**config.mk**
```make
export PLATFORM = sky130hd
export DESIGN_NAME = fp_argmax_seq
export DESIGN_NICKNAME = d
export VERILOG_FILES = /design/src/rtl/fp_cmp_pkg.sv /design/src/rtl/fcmplt.sv /design/src/rtl/fp_argmax_seq.sv
export SDC_FILE = /design/constraint.sdc
export NUM_CORES = 1
export LEC_CHECK = 0
export ABC_CLOCK_PERIOD_IN_PS = 2600
export BUFFER_PORTS_ARGS = -buffer_cell sky130_fd_sc_hd__buf_4
export CAP_MARGIN = 20
export CORE_MARGIN = 2
export CORE_UTILIZATION = 49
export CTS_BUF_LIST = sky130_fd_sc_hd__clkbuf_8
export DETAILED_ROUTE_END_ITERATION = 10
export GPL_TIMING_DRIVEN = 0
export PLACE_DENSITY = 0.8
export SETUP_SLACK_MARGIN = 0.02
export SLEW_MARGIN = 20
export SYNTH_ARGS = -nofsm -noshare
export SYNTH_HDL_FRONTEND = slang
export SYNTH_SLANG_ARGS = --single-unit
```
**constraint.sdc**
```tcl
create_clock -name clk -period 2.6 [get_ports clk]
set_clock_uncertainty 0.2 [all_clocks]
set_input_delay 0 -clock clk [delete_from_list [all_inputs] [get_ports clk]]
set_output_delay 0 -clock clk [all_outputs]
set_load 0.005 [all_outputs]
```
**src/rtl/fp_cmp_pkg.sv**
```systemverilog
// fp_cmp_pkg: shared FloPoCo float constants, NaN test and argmax FSM state type.
package fp_cmp_pkg;
    localparam int FP_WE = 5;
    localparam int FP_WF = 5;
    localparam int FP_W  = FP_WE + FP_WF + 3;
    localparam logic [1:0] EXC_ZERO   = 2'b00;
    localparam logic [1:0] EXC_NORMAL = 2'b01;
    localparam logic [1:0] EXC_INF    = 2'b10;
    localparam logic [1:0] EXC_NAN    = 2'b11;
    typedef enum logic [1:0] {S_FIRST, S_ACC, S_OUT} state_t;
    function automatic logic is_nan(input logic [FP_W-1:0] x);
        return x[FP_W-1:FP_W-2] == EXC_NAN;
    endfunction
endpackage

```
**src/rtl/fcmplt.sv**
```systemverilog
// fcmplt: combinational FloPoCo less-than; NaN on either side is unordered and never less-than.
module fcmplt
    import fp_cmp_pkg::*;
#(
    parameter int WE = 5,
    parameter int WF = 5
) (
    input  logic [WE+WF+2:0] i_x,
    input  logic [WE+WF+2:0] i_y,
    output logic             o_xlty,
    output logic             o_unordered
);
    localparam int W = WE + WF + 3;
    logic [W-2:0] w_mx, w_my;
    logic         w_sx, w_sy;
    // Zeros collapse to 0 and infinities to one key so -0==+0 and inf payloads don't matter.
    assign w_mx = i_x[W-1:W-2] == EXC_ZERO ? '0 :
                  i_x[W-1:W-2] == EXC_INF  ? {EXC_INF, {(WE+WF){1'b0}}} :
                  {i_x[W-1:W-2], i_x[WE+WF-1:0]};
    assign w_my = i_y[W-1:W-2] == EXC_ZERO ? '0 :
                  i_y[W-1:W-2] == EXC_INF  ? {EXC_INF, {(WE+WF){1'b0}}} :
                  {i_y[W-1:W-2], i_y[WE+WF-1:0]};
    assign w_sx = i_x[W-3] & |w_mx;
    assign w_sy = i_y[W-3] & |w_my;
    assign o_unordered = (i_x[W-1:W-2] == EXC_NAN) | (i_y[W-1:W-2] == EXC_NAN);
    assign o_xlty = ~o_unordered & (w_sx != w_sy ? w_sx : w_sx ? (w_my < w_mx) : (w_mx < w_my));
endmodule

```
**src/rtl/fp_argmax_seq.sv**
```systemverilog
// fp_argmax_seq: streaming max/argmax over a vector, one element per cycle,
// time-sharing a single fcmplt comparator.
module fp_argmax_seq
    import fp_cmp_pkg::*;
#(
    parameter int WE    = 5,
    parameter int WF    = 5,
    parameter int LEN_W = 8
) (
    input  logic               clk,
    input  logic               rst_n,
    input  logic               i_in_valid,
    output logic               o_in_ready,
    input  logic [WE+WF+2:0]   i_in_data,
    input  logic               i_in_last,
    output logic               o_out_valid,
    input  logic               i_out_ready,
    output logic [WE+WF+2:0]   o_out_max,
    output logic [LEN_W-1:0]   o_out_idx,
    output logic [LEN_W:0]     o_out_count,
    output logic               o_out_unordered
);
    localparam int W = WE + WF + 3;
    if (WE != FP_WE || WF != FP_WF) begin : g_bad_core
        $error("fp_argmax_seq: WE/WF must match the fcmplt core (5/5)");
    end
    state_t           r_state, w_next;
    logic [W-1:0]     r_max;
    logic [LEN_W-1:0] r_idx;
    logic [LEN_W:0]   r_count;
    logic             r_unord;
    logic             w_accept, w_end, w_take, w_nan_in, w_lt, w_cmp_unord;
    logic [LEN_W-1:0] w_cur_idx;
    fcmplt #(.WE(WE), .WF(WF)) u_cmp (
        .i_x         (r_max),
        .i_y         (i_in_data),
        .o_xlty      (w_lt),
        .o_unordered (w_cmp_unord)
    );
    assign w_accept  = i_in_valid & o_in_ready;
    assign w_nan_in  = is_nan(i_in_data);
    assign w_cur_idx = r_state == S_FIRST ? '0 : r_count[LEN_W-1:0];
    // The last representable index closes the vector even without in_last, so count never wraps.
    assign w_end     = i_in_last | (&w_cur_idx);
    assign w_take    = (r_state == S_FIRST) | (is_nan(r_max) & ~w_nan_in) | (w_lt & ~w_cmp_unord);
    always_ff @(posedge clk or negedge rst_n) begin
        if (!rst_n) r_state <= S_FIRST;
        else        r_state <= w_next;
    end
    always_comb begin
        w_next = r_state;
        case (r_state)
            S_FIRST: w_next = w_accept ? (w_end ? S_OUT : S_ACC) : S_FIRST;
            S_ACC:   w_next = (w_accept && w_end) ? S_OUT : S_ACC;
            S_OUT:   w_next = i_out_ready ? S_FIRST : S_OUT;
            default: w_next = S_FIRST;
        endcase
    end
    always_comb begin
        o_in_ready  = r_state != S_OUT;
        o_out_valid = r_state == S_OUT;
    end
    always_ff @(posedge clk or negedge rst_n) begin
        if (!rst_n) begin
            r_max   <= '0;
            r_idx   <= '0;
            r_count <= '0;
            r_unord <= 1'b0;
        end else if (w_accept) begin
            if (w_take) begin
                r_max <= i_in_data;
                r_idx <= w_cur_idx;
            end
            r_count <= {1'b0, w_cur_idx} + {{LEN_W{1'b0}}, 1'b1};
            r_unord <= (r_unord & (r_state != S_FIRST)) | w_nan_in;
        end
    end
    assign o_out_max       = r_max;
    assign o_out_idx       = r_idx;
    assign o_out_count     = r_count;
    assign o_out_unordered = r_unord;
endmodule

```
==> flow_metrics.env <==
export IMPL_status="finished with violations"
export IMPL_violations="hold timing, setup timing"
export IMPL_final_cells=354
export IMPL_tightestPinTransition_ns=0.577
export IMPL_relSlewSlack_pct=61.5
export IMPL_worstPathMaxFanout=5
export IMPL_clock_latency_ns=0.29
export IMPL_arrival_ns=2.64
export IMPL_grt_remaining_overflow=0
export IMPL_path_clk_slew_ns=0.07
export IMPL_syn_avg_cell_area_um2=8.92
export IMPL_power_density_nw_per_um2=964
export IMPL_die_area_um2=4580
export IMPL_synth_seq_area_share_pct=41.5
export IMPL_grt_pass1_vias=1769
export IMPL_h_tree_depth=2
export IMPL_cp_required_ns=2.60
export IMPL_ys_flop_type="dfrtp_1"
export IMPL_post_route_worst_setup_slack_ns=-0.0419
export IMPL_drc_errors=0
export IMPL_num_rows=23
export IMPL_via_per_inst=5.71
export IMPL_cts_root_buffer="clkbuf_8"
export IMPL_min_path_type="input pin to asynchronous set/reset pin"
export IMPL_vias=2023
export IMPL_drive_gt1_share_pct=31.6
export IMPL_synthCells=223
export IMPL_ys_warn_count=0
export IMPL_track_usage_pct=25.2
export IMPL_layout_commonest_cell="buf_4"
export IMPL_crit_path_end_kind="flip-flop"
export IMPL_die_h_um=67.7
export IMPL_synth_seq_cells=33
export IMPL_ios=51
export IMPL_initial_core_util_pct=50.4
export IMPL_clk_path_buf_depth=2
export IMPL_cts_tree="yes"
export IMPL_firstDrtPassIters=4
export IMPL_cts_sinks=33
export IMPL_grt_pass1_wl_um=8540
export IMPL_core_um2=3940
export IMPL_setup_viol=8
export IMPL_place_inst=323
export IMPL_portBuffers=50
export IMPL_gp_congestion=0.902
export IMPL_hold_ws_ns=-0.00602
export IMPL_r2r_setup_slack_ns=-0.04
export IMPL_diodes=0
export IMPL_area_growth_pct=48.4
export IMPL_rsz0062_at_grt="yes"
export IMPL_irDropWorstVdd_v=0.000673
export IMPL_start_kind="flip-flop"
export IMPL_maxSlewViolCount=0
export IMPL_grt_antenna_before_repair=0
export IMPL_setup_tns_ns=-0.108
export IMPL_layout_common_cells="buf_4, nand2_1, dfrtp_1, dlygate4sd3_1, inv_1"
export IMPL_max_freq_mhz=379
export IMPL_grt_max_degree=34
export IMPL_syn_num_nets=254
export IMPL_min_period_ns=2.64
export IMPL_p_leak_uw=0.00137
export IMPL_fin_crit_sh_pct=102
export IMPL_nets=334
export IMPL_dp_final_hpwl_um=3430
export IMPL_hold_viol=9
export IMPL_drv_cap=0
export IMPL_ys_types=40
export IMPL_synthArstFlopShare_pct=100
export IMPL_wl_per_cell_um=16.5
export IMPL_drt_total_wl_um=5840
export IMPL_synthesis_area_um2=1990
export IMPL_cts_buffers_inserted=5
export IMPL_drtIter0Drc=134
export IMPL_final_antenna_net_count=0
export IMPL_n_fill_cell=269
export IMPL_path_class="flip-flop to flip-flop"
export IMPL_synth_edf_count=0
export IMPL_dieWidth_um=67.7
synth_stat cells (2+ instances only):
library cell	n	area share [%]
a21boi_0	2	0.75
a21o_1	3	1.1
a21oi_1	13	3.3
a22o_1	9	4.0
a31oi_1	3	0.94
and2_1	9	2.8
and3_1	2	0.63
buf_2	3	0.75
clkbuf_1	8	1.5
dfrtp_1	33	42
ha_1	13	8.2
inv_1	16	3.0
nand2_1	51	9.6
nand2b_1	2	0.63
nand3_1	5	1.3
nand4_1	4	1.3
nor2_1	4	0.75
nor2b_1	3	0.94
o211ai_1	2	0.75
o21ai_0	5	1.3
o221ai_1	11	4.8
o41ai_1	2	0.88
xor2_1	3	1.3
power breakdown:
group	switching [µW]	internal [µW]
combinational	751	701
clock	200	381
sequential	151	661
what timing repair did:
action | 4_1_cts | 5_1_grt
setup endpoints to repair | 21 | 21
endpoints found under the hold margin | 50 | 0
hold buffers | 18 | 0
resized for setup | 11 | 30
pin swaps | 4 | 10
buffers inserted | 3 | 2
cloned | 1 | 1
flip-flops by register name, indices dropped and copies added (netlist names):
register         cells
o_out_max           13
r_state              2
o_out_idx            8
o_out_unordered      1
o_out_count          9
per-layer routing:
metal,routed length [µm],GRT usage (%)
met2,2840,38.2
met1,2550,35.9
met4,66,6.63
met3,387,5.83
met5,0,0
critical path, cell delays in order (launching register included):
cell,delay [ns]
dfrtp_2,0.44
buf_6,0.15
inv_4,0.06
nor2_1,0.05
ha_2,0.17
nor2b_1,0.13
o211ai_1,0.10
a211o_1,0.39
a211o_2,0.38
o211a_4,0.16
buf_6,0.14
o221ai_1,0.18
cell type report:
class	instances	area, µm²	share of cell area (%)
inverters	16	62.6	2.12
flip-flops and latches	33	830	28.1
multi-input cells	163	1190	40.4
well taps	50	62.6	2.12
clock buffers	5	68.8	2.33
repair buffers	73	604	20.5
plain buffers	11	65.1	2.21
clock inverters	3	65.1	2.21
worst paths after layout:
check / from / to / depth (start not counted)
max: o_out_max[11] / o_out_max[8] / 11
min: rst_n / o_out_idx[7] / 2
max reg2reg: o_out_max[11] / o_out_max[8] / 11
min reg2reg: o_out_count[8] / o_out_count[8] / 1
max in group asynchronous: rst_n / r_state[0] / 2
min in group clk: i_in_data[11] / o_out_unordered / 5
cell families (layout without fill, tap and decap cells):
| group | after synthesis | count (layout) | synth area share, % |
|---|---|---|---|
| buffers and inverters | 27 | 108 | 5.29 |
| flip-flops | 33 | 33 | 41.5 |
| AND/OR/NAND/NOR | 84 | 84 | 19.4 |
| XOR/XNOR | 4 | 4 | 1.76 |
| multiplexers | 2 | 2 | 1.07 |
| adder cells (fa/ha/maj) | 13 | 13 | 8.18 |
| AO/OA/AOI/OAI | 60 | 60 | 22.7 |
per-stage QoR:
stage | total power (µW) | hold slack, ns | worst slack (ns) | utilization [%] | cell area (µm²)
detailed placement | 1900 | -0.232 | -0.406 | 61.7 | 2430
floorplan | 1460 | -0.496 | 0.0790 | - | 2000
CTS | 2610 | 0.0124 | 0.00996 | 71.3 | 2810
global route | 3020 | 0.0481 | -0.139 | 74.8 | 2950
finish | 2840 | -0.00602 | -0.0419 | 74.8 | 2950
global placement | 1870 | -0.238 | -0.296 | 61.7 | 2430
Note: power is estimated with default switching activity, not from simulation.
